--- src/rtl/vga_timing_pkg.sv ---
// Shared 640x480@60 Hz VGA timing constants and the axis phase encoding
// used by both the horizontal and the vertical timing FSM.
package vga_timing_pkg;

    localparam int DEF_H_ACTIVE = 640;
    localparam int DEF_H_FP     = 16;
    localparam int DEF_H_SYNC   = 96;
    localparam int DEF_H_BP     = 48;
    localparam int DEF_V_ACTIVE = 480;
    localparam int DEF_V_FP     = 10;
    localparam int DEF_V_SYNC   = 2;
    localparam int DEF_V_BP     = 33;
    localparam bit DEF_SYNC_POL = 1'b0;

    localparam int H_TOTAL      = DEF_H_ACTIVE + DEF_H_FP + DEF_H_SYNC + DEF_H_BP;
    localparam int V_TOTAL      = DEF_V_ACTIVE + DEF_V_FP + DEF_V_SYNC + DEF_V_BP;
    localparam int H_SYNC_START = DEF_H_ACTIVE + DEF_H_FP;
    localparam int H_SYNC_END   = H_SYNC_START + DEF_H_SYNC - 1;
    localparam int V_SYNC_START = DEF_V_ACTIVE + DEF_V_FP;
    localparam int V_SYNC_END   = V_SYNC_START + DEF_V_SYNC - 1;

    // Both axes walk through the same four phases, so they share one encoding.
    typedef enum logic [1:0] {
        PH_ACT   = 2'd0,
        PH_FRONT = 2'd1,
        PH_SYNC  = 2'd2,
        PH_BACK  = 2'd3
    } axis_phase_t;

    typedef axis_phase_t h_phase_t;
    typedef axis_phase_t v_phase_t;

endpackage

--- src/rtl/vga_axis_counter.sv ---
// One VGA timing axis: a 0..TOTAL-1 counter with an active/front/sync/back
// phase FSM. The count advances when en and wrap_in are both high; wrap_in
// is the carry from a lower axis and is tied high when there is none.
// wrap_out flags the step that takes the count from TOTAL-1 back to 0.
module vga_axis_counter
    import vga_timing_pkg::*;
#(
    parameter int ACTIVE   = DEF_H_ACTIVE,
    parameter int FP       = DEF_H_FP,
    parameter int SYNC     = DEF_H_SYNC,
    parameter int BP       = DEF_H_BP,
    parameter bit SYNC_POL = DEF_SYNC_POL
)(
    input  logic       clk_nexys,
    input  logic       rst,
    input  logic       en,
    input  logic       wrap_in,
    output logic [9:0] cnt,
    output logic       sync,
    output logic       active,
    output logic       wrap_out
);

    localparam int TOTAL = ACTIVE + FP + SYNC + BP;

    if (TOTAL > 1023) begin : g_total_too_wide
        $error("vga_axis_counter: ACTIVE+FP+SYNC+BP = %0d exceeds 10-bit limit 1023", TOTAL);
    end

    localparam logic [9:0] ACT_LAST   = 10'(ACTIVE - 1);
    localparam logic [9:0] FRONT_LAST = 10'(ACTIVE + FP - 1);
    localparam logic [9:0] SYNC_LAST  = 10'(ACTIVE + FP + SYNC - 1);
    localparam logic [9:0] LAST       = 10'(TOTAL - 1);

    axis_phase_t phase;
    axis_phase_t phase_next;
    logic [9:0]  cnt_next;
    logic        step;

    assign step     = en & wrap_in;
    assign wrap_out = step && (cnt == LAST);

    // Next count and next phase; phase changes when the count leaves a region.
    always_comb begin
        cnt_next   = cnt;
        phase_next = phase;
        if (step) begin
            cnt_next = (cnt == LAST) ? 10'd0 : cnt + 10'd1;
            case (phase)
                PH_ACT:   if (cnt == ACT_LAST)   phase_next = PH_FRONT;
                PH_FRONT: if (cnt == FRONT_LAST) phase_next = PH_SYNC;
                PH_SYNC:  if (cnt == SYNC_LAST)  phase_next = PH_BACK;
                PH_BACK:  if (cnt == LAST)       phase_next = PH_ACT;
                default:  phase_next = PH_ACT;
            endcase
        end
    end

    // State register; sync/active are registered from the next phase so they move with cnt.
    always_ff @(posedge clk_nexys or posedge rst) begin
        if (rst) begin
            cnt    <= 10'd0;
            phase  <= PH_ACT;
            sync   <= ~SYNC_POL;
            active <= 1'b1;
        end else begin
            cnt    <= cnt_next;
            phase  <= phase_next;
            sync   <= (phase_next == PH_SYNC) ? SYNC_POL : ~SYNC_POL;
            active <= (phase_next == PH_ACT);
        end
    end

endmodule

--- src/rtl/vga_sync_rx.sv ---
// VGA 640x480@60 Hz sync generator running on clk_nexys, stepped by rising
// edges of the 25 MHz pixel_rate square wave from the clock divider.
// Optional feature: define VGA_FRAME_TICK_EN to add the frame_tick output,
// a pulse alongside pix_tick whenever the coordinates become (0,0).
module vga_sync_rx
    import vga_timing_pkg::*;
#(
    parameter int H_ACTIVE = DEF_H_ACTIVE,
    parameter int H_FP     = DEF_H_FP,
    parameter int H_SYNC   = DEF_H_SYNC,
    parameter int H_BP     = DEF_H_BP,
    parameter int V_ACTIVE = DEF_V_ACTIVE,
    parameter int V_FP     = DEF_V_FP,
    parameter int V_SYNC   = DEF_V_SYNC,
    parameter int V_BP     = DEF_V_BP,
    parameter bit SYNC_POL = DEF_SYNC_POL
)(
    input  logic       clk_nexys,
    input  logic       rst,
    input  logic       pixel_rate,
    output logic       pix_tick,
    output logic       hsync,
    output logic       vsync,
    output logic       video_on,
    output logic [9:0] pixel_x,
    output logic [9:0] pixel_y
`ifdef VGA_FRAME_TICK_EN
    ,
    output logic       frame_tick
`endif
);

    logic pr_q;
    logic tick;
    logic started;
    logic h_active;
    logic v_active;
    logic h_wrap;
    logic v_wrap;

    // pr_q comes out of reset high so a pixel_rate already high at release is not a rising edge.
    assign tick = pixel_rate & ~pr_q;

    // Edge-detect history, pix_tick delayed to line up with new coordinates, and first-tick flag.
    always_ff @(posedge clk_nexys or posedge rst) begin
        if (rst) begin
            pr_q     <= 1'b1;
            pix_tick <= 1'b0;
            started  <= 1'b0;
        end else begin
            pr_q     <= pixel_rate;
            pix_tick <= tick;
            started  <= started | tick;
        end
    end

    vga_axis_counter #(
        .ACTIVE   (H_ACTIVE),
        .FP       (H_FP),
        .SYNC     (H_SYNC),
        .BP       (H_BP),
        .SYNC_POL (SYNC_POL)
    ) u_h_axis (
        .clk_nexys (clk_nexys),
        .rst       (rst),
        .en        (tick),
        .wrap_in   (1'b1),
        .cnt       (pixel_x),
        .sync      (hsync),
        .active    (h_active),
        .wrap_out  (h_wrap)
    );

    vga_axis_counter #(
        .ACTIVE   (V_ACTIVE),
        .FP       (V_FP),
        .SYNC     (V_SYNC),
        .BP       (V_BP),
        .SYNC_POL (SYNC_POL)
    ) u_v_axis (
        .clk_nexys (clk_nexys),
        .rst       (rst),
        .en        (h_wrap),
        .wrap_in   (1'b1),
        .cnt       (pixel_y),
        .sync      (vsync),
        .active    (v_active),
        .wrap_out  (v_wrap)
    );

    // Visible area is held dark until the first pixel tick after reset.
    assign video_on = started & h_active & v_active;

`ifdef VGA_FRAME_TICK_EN
    // The vertical wrap only happens on the tick that also wraps horizontally: next coords are (0,0).
    always_ff @(posedge clk_nexys or posedge rst) begin
        if (rst) begin
            frame_tick <= 1'b0;
        end else begin
            frame_tick <= v_wrap;
        end
    end
`else
    logic unused_v_wrap;
    assign unused_v_wrap = v_wrap;
`endif

endmodule

--- config.mk ---
export PLATFORM = sky130hd
export DESIGN_NAME = vga_sync_rx
export DESIGN_NICKNAME = d
export VERILOG_FILES = /design/src/rtl/vga_timing_pkg.sv /design/src/rtl/vga_axis_counter.sv /design/src/rtl/vga_sync_rx.sv
export SDC_FILE = /design/constraint.sdc
export NUM_CORES = 1
export LEC_CHECK = 0
export CAP_MARGIN = 20
export CORE_MARGIN = 10
export CORE_UTILIZATION = 40
export DETAILED_ROUTE_END_ITERATION = 6
export DONT_BUFFER_PORTS = 1
export MAX_ROUTING_LAYER = met4
export SKIP_LAST_GASP = 1
export SYNTH_ARGS = -nofsm -noshare
export SYNTH_HDL_FRONTEND = slang
export SYNTH_SLANG_ARGS = --single-unit
--- constraint.sdc ---
create_clock -name clk_nexys -period 2.2 [get_ports clk_nexys]
set_input_delay 0.22 -clock clk_nexys [delete_from_list [all_inputs] [get_ports clk_nexys]]
set_output_delay 0.22 -clock clk_nexys [all_outputs]
set_load 0.005 [all_outputs]
==> flow_metrics.env, run 1 <==
export IMPL_min_path_type="primary input to register"
export IMPL_finalMaxSlewViolations=0
export IMPL_start_util_pct=41.1
export IMPL_reg2reg_depth=5
export IMPL_vdd_drop_max_uv=414
export IMPL_clock_latency_ns=0.27
export IMPL_synthTopCellsByCount="dfrtp_1, nand3_1, a21oi_1, nand2_1, nor2_1"
export IMPL_start_kind="register"
export IMPL_crit_family="simple AND/OR/NAND/NOR gates"
export IMPL_port_buffers=0
export IMPL_seq_area_frac_synth_pct=47.9
export IMPL_drt_initial_drc_count=79
export IMPL_cp_data_required_time_ns=2.35
export IMPL_synthFlopType="dfrtp_1"
export IMPL_ys_seq_elements=31
export IMPL_synth_edf_count=0
export IMPL_yosysMostFrequentCell="dfrtp_1"
export IMPL_path_max_fanout=13
export IMPL_grt_setup_unrepaired="no"
export IMPL_pin_count=27
export IMPL_worstPathBufferInverterCount=0
export IMPL_maxCapViolations=0
export IMPL_dp_hpwl_um=2760
export IMPL_critPathMaxStageDelay_ns=0.56
export IMPL_avgSynthCellArea_um2=10.9
export IMPL_dr_pass1_iters=4
export IMPL_r2r_start="u_h_axis.cnt[0]$_DFFE_PP0P_"
export IMPL_cts_tree="built"
export IMPL_synthTopCellsByArea="dfrtp_1, dfstp_2, xnor2_1"
export IMPL_power_density_nw_per_um2=686
export IMPL_htreeDepth=2
export IMPL_crit_path_end_kind="register"
export IMPL_synth_top_area_cell="dfrtp_1"
export IMPL_ys_async_sr_fraction_pct=100
export IMPL_clock_tree_root_cell="clkbuf_8"
export IMPL_startpoint="u_h_axis.cnt[0]$_DFFE_PP0P_"
export IMPL_fin_area_um2=1800
export IMPL_drive_gt1_share_pct=16.1
export IMPL_grt_pass1_wl_um=6350
export IMPL_antenna_found_initial=0
export IMPL_power_leakage_nw=0.760
export IMPL_overflow=0
export IMPL_critPathCapture="u_v_axis.cnt[8]$_DFFE_PP0N_"
export IMPL_diodes=0
export IMPL_syn_num_nets=157
export IMPL_wl_um=3700
export IMPL_synthCells=150
export IMPL_synth_top_area_share_pct=39.8
export IMPL_setup_violations=0
export IMPL_cts_clk_slew_worst_paths_ns=0.06
export IMPL_setup_tns_ns=0
export IMPL_wire_per_inst_um=17.5
export IMPL_fin_nets=168
export IMPL_r2r_setup_slack_ns=0.20
export IMPL_core_um2=3970
export IMPL_finalCritPeriodShare_pct=90.7
export IMPL_gp_congestion=0.837
export IMPL_max_freq_mhz=501
export IMPL_die_width_um=83.9
export IMPL_cts_made_buffers=5
export IMPL_ant_nets=0
export IMPL_worst_path_max_delay_cell="or4_1"
export IMPL_cts_repair_resized=0
export IMPL_grt_pass1_vias=1293
export IMPL_routed_via_count=1240
export IMPL_criticalPathCategory="register to register"
export IMPL_die_y_um=83.9
export IMPL_grt_max_degree=22
export IMPL_post_route_drc_count=0
export IMPL_worst_endpoint_arrival_ns=2.14
export IMPL_synthesis_area_um2=1630
export IMPL_fin_worst_skew_ns=0.00556
export IMPL_yosysWarnings=0
export IMPL_fillers=387
export IMPL_worst_path_stages=5
export IMPL_postPlaceCellArea_um2=1710
export IMPL_reg2reg_to="u_v_axis.cnt[8]$_DFFE_PP0N_"
export IMPL_cts_sinks=31
export IMPL_std_cell_rows=23
export IMPL_min_period_ns=2.00
export IMPL_slew_headroom_pct=73.0
export IMPL_die_area_um2=7040
export IMPL_grt_usage_pct=10.9
export IMPL_via_per_inst=5.88
export IMPL_yosysUniqueCellTypes=51
export IMPL_tightest_slew_ns=0.404
export IMPL_final_hold_viol_count=0
export IMPL_outcome="complete, no violations"
export IMPL_area_growth_syn_to_layout_pct=10.4
export IMPL_cp_cell_sequence="ha_1 -> and3_1 -> nand4_4 -> or4_1 -> xnor2_1"
export IMPL_cts_max_path_buffers=2
==> worst register-to-register path: stages, from the launching register on <==
cell and delay (ns):
dfrtp_1 0.44, ha_1 0.24, and3_1 0.27, nand4_4 0.21
or4_1 0.57, xnor2_1 0.15
==> cell type report <==
class	count	area, um2	share of cell area, %
Tap cell	50	62.6	3.47
Sequential cell	31	782	43.3
Timing Repair Buffer	6	50.0	2.77
Multi-Input combinational cell	109	801	44.4
Inverter	8	32.5	1.80
Clock buffer	7	76.3	4.23
==> logic make-up after synthesis <==
kind of cell	synth area share [%]
buffers and inverters	3.14
AOI/OAI and AO/OA	11.9
and+or+nand+nor	26.3
muxes	1.38
DFF	47.9
adders and majority gates	3.06
xor gates and xnor gates	6.43
==> stage by stage <==
step	instances	hold WS (ns)	total power [mW]	utilization, %	setup WS [ns]
after floorplan	150	0.224	0.792	-	0.427
after global placement	202	0.124	0.835	43.0	0.272
after detailed placement	202	0.123	0.847	43.0	0.222
after CTS	211	0.238	1.26	45.4	0.195
after global routing	211	0.251	1.32	45.4	0.0710
final	211	0.242	1.24	45.4	0.204
==> worst min-delay path by stage <==
stage	startpoint	endpoint	slack, ns	cells after the start
after global routing	pixel_rate	started$_DFF_PP0_	0.25	2
final	pixel_rate	started$_DFF_PP0_	0.24	2
after global placement	rst	u_v_axis.phase[0]$_DFF_PP0_	0.12	1
after floorplan	pixel_rate	pr_q$_DFF_PP1_	0.22	0
after CTS	pixel_rate	started$_DFF_PP0_	0.24	2
after detailed placement	rst	u_v_axis.phase[1]$_DFF_PP0_	0.12	1
==> where the power goes <==
part	internal, mW	switching, mW	leakage [nW]	total (mW)
sequential	0.616	0.0797	0.391	0.696
combinational	0.0614	0.0784	0.331	0.140
clock	0.217	0.184	0.0383	0.401
==> layout by cell type (no fill, tap or decap), types with 2 or more instances in the layout <==
cell type / count
dfrtp_1: 26
and2_1: 2
mux2_2: 2
nor2_1: 8
nor3_1: 3
inv_1: 7
and3_1: 6
clkbuf_1: 2
nand4_1: 3
clkbuf_8: 5
or4_1: 2
dfstp_2: 5
buf_4: 4
xnor2_1: 7
a21oi_1: 8
o21ai_0: 4
nand3_1: 9
dlygate4sd3_1: 2
a31oi_1: 2
o31ai_1: 2
ha_1: 4
nand2_1: 8
and4b_1: 3
and4_1: 3
nor3b_1: 2
xor2_1: 5
==> routing by layer <==
| metal | vias to the layer above | share of wire, % | global-route usage, % |
|---|---|---|---|
| met4 | 0 | 0 | 3.35 |
| met1 | 622 | 43 | 12.1 |
| met2 | 32 | 50 | 17.9 |
| met3 | 0 | 6.9 | 4.10 |
| met5 | - | 0 | - |
| li1 | 586 | - | - |
==> sequential cells by signal, indices dropped and copies added, names as in the netlist <==
register	cells
u_h_axis.sync	1
u_v_axis.active	1
u_h_axis.active	1
started	1
u_v_axis.sync	1
u_h_axis.cnt	10
u_h_axis.phase	2
pr_q	1
u_v_axis.phase	2
pix_tick	1
u_v_axis.cnt	10
==> repair_timing <==
item / in CTS / in global routing
setup buffers: 0 / 0
hold buffers: 2 / 0
hold endpoints to repair: 7 / 0
Power figures use the tool's default switching activity.
==> inputs of run 2 (changes only) <==
- SYNTH_HIERARCHICAL: unset -> 1
==> run 2 against run 1 <==
Register-to-register slack got worse by 0.14 ns. Worst hold slack got worse by 0.15 ns. Area after synthesis grew 0.54%. Largest cell class unchanged. Highest routed layer is now met4.
==> flow_metrics.env, run 2 <==
export IMPL_start_util_pct=41.1
export IMPL_fin_util_pct=48.6
export IMPL_clock_latency_ns=0.28
export IMPL_dr_pass1_iters=4
export IMPL_slew_headroom_pct=63.6
export IMPL_finalCritPeriodShare_pct=97.0
export IMPL_path_max_fanout=6
export IMPL_crit_path_end_kind="register"
export IMPL_ant_nets=0
export IMPL_power_leakage_nw=0.899
export IMPL_grt_max_degree=15
export IMPL_final_common_cell="dfrtp_1"
export IMPL_avgSynthCellArea_um2=10.0
export IMPL_gp_congestion=0.835
export IMPL_finalMaxSlewViolations=0
export IMPL_min_period_ns=2.13
export IMPL_outcome="complete, no violations"
export IMPL_mostFrequentLayoutCells="dfrtp_1, buf_4, nand2_1, nor2_1, inv_1"
export IMPL_setup_violations=0
export IMPL_cts_max_path_buffers=2
export IMPL_std_cell_rows=23
export IMPL_fin_worst_skew_ns=0.00669
export IMPL_start_kind="register"
export IMPL_criticalPathCategory="register to register"
export IMPL_clock_tree_root_cell="clkbuf_8"
export IMPL_port_buffers=0
export IMPL_yosysWarnings=6
export IMPL_power_density_nw_per_um2=634
export IMPL_diodes=0
export IMPL_drive_gt1_share_pct=20.7
export IMPL_via_per_inst=5.35
export IMPL_grt_usage_pct=10.9
export IMPL_die_y_um=84.1
export IMPL_antenna_found_initial=0
export IMPL_die_area_um2=7070
export IMPL_cp_data_required_time_ns=2.36
export IMPL_routed_via_count=1299
export IMPL_worst_endpoint_arrival_ns=2.30
export IMPL_wl_um=3780
export IMPL_htreeDepth=2
export IMPL_setup_tns_ns=0
export IMPL_tightest_slew_ns=0.546
export IMPL_cts_sinks=31
export IMPL_wire_per_inst_um=15.6
export IMPL_grt_setup_unrepaired="yes"
export IMPL_max_freq_mhz=469
export IMPL_grt_pass1_wl_um=6230
export IMPL_cts_clk_slew_worst_paths_ns=0.07
export IMPL_synthesis_area_um2=1640
export IMPL_power_mw=1.23
export IMPL_largestRegisters="u_h_axis/cnt x10, u_v_axis/cnt x10"
export IMPL_grt_pass1_vias=1280
export IMPL_final_hold_viol_count=0
export IMPL_fin_nets=199
export IMPL_overflow=0
export IMPL_dp_hpwl_um=2850
export IMPL_synthCells=164
export IMPL_vdd_drop_max_uv=339
export IMPL_min_path_type="primary input to register"
export IMPL_core_um2=4000
export IMPL_cts_tree="built"
export IMPL_area_growth_syn_to_layout_pct=18.4
export IMPL_die_width_um=84.1
export IMPL_drt_initial_drc_count=114
export IMPL_cts_made_buffers=5
export IMPL_maxCapViolations=0
export IMPL_pin_count=27
export IMPL_post_route_drc_count=0
==> run 2: cell count changes in the layout (fill, tap and decap cells not counted), moves of 3 or more <==
cell / change
a21o_1: +3
a21oi_1: -4
and3_1: -4
and3_2: +3
buf_4: +12
conb_1: +7
nand2_1: +6
nand3_1: -3
nor2_1: +6
nor2b_1: +3
nor4_1: +4
==> run 2: worst max-delay path: stages (launching register included) <==
cell	delay [ns]
dfrtp_1	0.39
or3b_4	0.44
nor4_4	0.30
nand2_2	0.16
nor4_4	0.41
a211oi_1	0.12
or2_1	0.21
==> run 2: timing repair <==
| action | 4_1_cts | 5_1_grt |
|---|---|---|
| setup endpoints to repair | 0 | 2 |
| hold buffers | 2 | 0 |
| hold endpoints to repair | 28 | 0 |
| buffers inserted | 0 | 2 |
| resized for setup | 0 | 1 |
==> run 2: final timing paths <==
kind	from	end	slack, ns	cells past startpoint
min in group asynchronous	rst	pix_tick$_DFF_PP0_	0.29	2
setup reg to reg	u_h_axis/cnt[5]$_DFFE_PP0P_	u_v_axis/phase[0]$_DFF_PP0_	0.07	6
hold reg to reg	started$_DFF_PP0_	started$_DFF_PP0_	0.47	1
setup / recovery	u_h_axis/cnt[5]$_DFFE_PP0P_	u_v_axis/phase[0]$_DFF_PP0_	0.07	6
max in group asynchronous	rst	u_h_axis/sync$_DFF_PP1_	1.35	2
hold / removal	pixel_rate	pix_tick$_DFF_PP0_	0.09	1
==> run 2: power by group <==
part	total [mW]	internal [mW]	switching [mW]	leakage, nW
registers	0.639	0.610	0.0296	0.381
logic	0.172	0.0763	0.0958	0.476
clock network	0.423	0.222	0.202	0.0422
==> run 2: per-stage QoR <==
step                cell area, um2  std cells  hold WS [ns]  worst slack (ns)
floorplan                     1670        170       -0.0271            0.0693
global placement              1820        231       -0.0231             0.198
detailed placement            1820        231      -0.00923             0.129
CTS                           1930        241        0.0823             0.135
global route                  1950        243        0.0786           -0.0484
finish                        1950        243        0.0885            0.0662
==> run 2: final cells by class <==
type                    count  area, um2
fillers                   365       2050
well taps                  50       62.6
repair buffers             18        140
flip-flops and latches     31        782
clock buffers               7       76.3
inverters                   9       33.8
clock inverters             1       5.00
multi-input cells         127        846
==> run 2: routing by layer <==
layer | global-route usage, % | share of wire (%) | up-vias
met4 | 4.72 | 1.1 | 0
met3 | 4.88 | 8.6 | 5
met2 | 15.9 | 45 | 38
met1 | 12.5 | 45 | 624
li1 | - | - | 632
met5 | - | 0 | -
==> inputs of run 3 (changes only) <==
- CORE_MARGIN: 10 -> 2
- CTS_BUF_LIST: unset -> sky130_fd_sc_hd__clkbuf_8
==> run 3 against run 2 <==
Cell area barely moved. Sequential power rose by 1%. Register-to-register slack improved by 0.08 ns. Final cell count fell by 0.82%. Clock-buffer cell count did not move. Setup slack improved by 0.080 ns. Global-route usage rose by 6.3 points. Critical endpoint is now u_v_axis/sync$_DFF_PP1_.
==> flow_metrics.env, run 3 (synthesis gave the netlist of run 2 again) <==
export IMPL_outcome="complete, no violations"
export IMPL_routed_via_count=1273
export IMPL_antenna_found_initial=0
export IMPL_via_per_inst=5.28
export IMPL_cp_cell_sequence="or3b_4 -> nor4_4 -> buf_4 -> and3_1 -> and4_1 -> mux2i_1 -> or2_2"
export IMPL_crit_family="simple AND/OR/NAND/NOR gates"
export IMPL_setup_tns_ns=0
export IMPL_path_max_fanout=6
export IMPL_worst_path_max_delay_cell="or3b_4"
export IMPL_power_leakage_nw=0.904
export IMPL_power_density_nw_per_um2=648
export IMPL_grt_pass1_vias=1245
export IMPL_critPathMaxStageDelay_ns=0.44
export IMPL_postPlaceCellArea_um2=1820
export IMPL_std_cell_rows=23
export IMPL_tightest_slew_ns=0.534
export IMPL_fin_hold_ws_ns=0.101
export IMPL_start_kind="register"
export IMPL_grt_max_degree=15
export IMPL_clock_latency_ns=0.28
export IMPL_detailedPlace_worstSlack_ns=0.169
export IMPL_ant_nets=0
export IMPL_final_hold_viol_count=0
export IMPL_finalCritPeriodShare_pct=93.3
export IMPL_gp_congestion=0.842
export IMPL_dr_pass1_iters=4
export IMPL_final_common_cell="dfrtp_1"
export IMPL_cts_sinks=31
export IMPL_largestRegisters="u_h_axis/cnt x10, u_v_axis/cnt x10"
export IMPL_min_period_ns=2.05
export IMPL_wl_um=3410
export IMPL_overflow=0
export IMPL_dp_cells=230
export IMPL_htreeDepth=2
export IMPL_criticalPathCategory="register to register"
export IMPL_fin_worst_skew_ns=0.00713
export IMPL_post_route_drc_count=0
export IMPL_area_growth_syn_to_layout_pct=18.4
export IMPL_dp_hpwl_um=2590
export IMPL_max_freq_mhz=487
export IMPL_die_y_um=68.1
export IMPL_stdcell_count=241
export IMPL_drt_initial_drc_count=70
export IMPL_worst_endpoint_arrival_ns=2.25
export IMPL_clock_tree_root_cell="clkbuf_8"
export IMPL_crit_path_end_kind="register"
export IMPL_fillers=374
export IMPL_fin_nets=197
export IMPL_grt_usage_pct=17.2
export IMPL_cts_repair_resized=0
export IMPL_slew_headroom_pct=64.3
export IMPL_die_width_um=68.1
export IMPL_vdd_drop_max_uv=399
export IMPL_finalMaxSlewViolations=0
export IMPL_grt_pass1_wl_um=5640
export IMPL_r2r_setup_slack_ns=0.15
export IMPL_core_um2=3970
export IMPL_min_path_type="primary input to register"
export IMPL_pin_count=27
export IMPL_cts_clk_slew_worst_paths_ns=0.06
export IMPL_maxCapViolations=0
export IMPL_grt_setup_unrepaired="no"
export IMPL_drive_gt1_share_pct=19.9
export IMPL_cts_max_path_buffers=2
export IMPL_die_area_um2=4640
export IMPL_worstPathBufferInverterCount=1
export IMPL_cp_data_required_time_ns=2.40
export IMPL_start_util_pct=41.4
export IMPL_setup_violations=0
export IMPL_mostFrequentLayoutCells="dfrtp_1, buf_4, nand2_1, nor2_1, inv_1"
export IMPL_wire_per_inst_um=14.1
export IMPL_diodes=0
export IMPL_port_buffers=0
export IMPL_cts_made_buffers=5
export IMPL_fin_ws_ns=0.146
export IMPL_cts_tree="built"
export IMPL_fin_area_um2=1940
==> run 3: where the power goes <==
part	leakage (nW)	switching, mW	internal (mW)	total, mW
clock network	0.0557	0.194	0.280	0.474
registers	0.381	0.0360	0.610	0.646
logic	0.468	0.0773	0.0626	0.140
total	0.904	0.307	0.952	1.26
==> run 3: path summary, 6_finish.rpt <==
kind                                              from                       to  cells past startpoint
setup / recovery           u_h_axis/cnt[5]$_DFFE_PP0P_  u_v_axis/sync$_DFF_PP1_                      7
hold reg to reg                      started$_DFF_PP0_        started$_DFF_PP0_                      1
setup reg to reg           u_h_axis/cnt[5]$_DFFE_PP0P_  u_v_axis/sync$_DFF_PP1_                      7
max in group asynchronous                          rst  u_v_axis/sync$_DFF_PP1_                      2
min in group asynchronous                          rst        started$_DFF_PP0_                      2
hold / removal                              pixel_rate       pix_tick$_DFF_PP0_                      1
==> run 3: layer usage <==
metal  global-route usage [%]  routed length, um
met5                        -                  0
met4                     7.00                 50
met3                     6.41                219
met2                     27.3               1680
met1                     19.6               1460
==> run 3: timing repair <==
item / 4_1_cts / 5_1_grt
setup endpoints to repair: 0 / 2
setup buffers: 0 / 1
endpoints found under the hold margin: 28 / 0
hold buffers: 2 / 0
==> run 3: cell type report <==
type                            count  area (um2)  share of cell area, %
Multi-Input combinational cell    127         841                   43.2
Sequential cell                    31         782                   40.2
Timing Repair Buffer               16         125                   6.44
Clock inverter                      1        3.75                  0.193
Clock buffer                        7        96.3                   4.95
Inverter                            9        33.8                   1.74
Tap cell                           50        62.6                   3.22
==> run 3: through the flow <==
stage | power [mW] | utilization [%]
after floorplan | 0.738 | -
after global placement | 0.789 | 45.7
after detailed placement | 0.798 | 45.7
after CTS | 1.28 | 48.8
after global routing | 1.34 | 49.0
final | 1.26 | 49.0
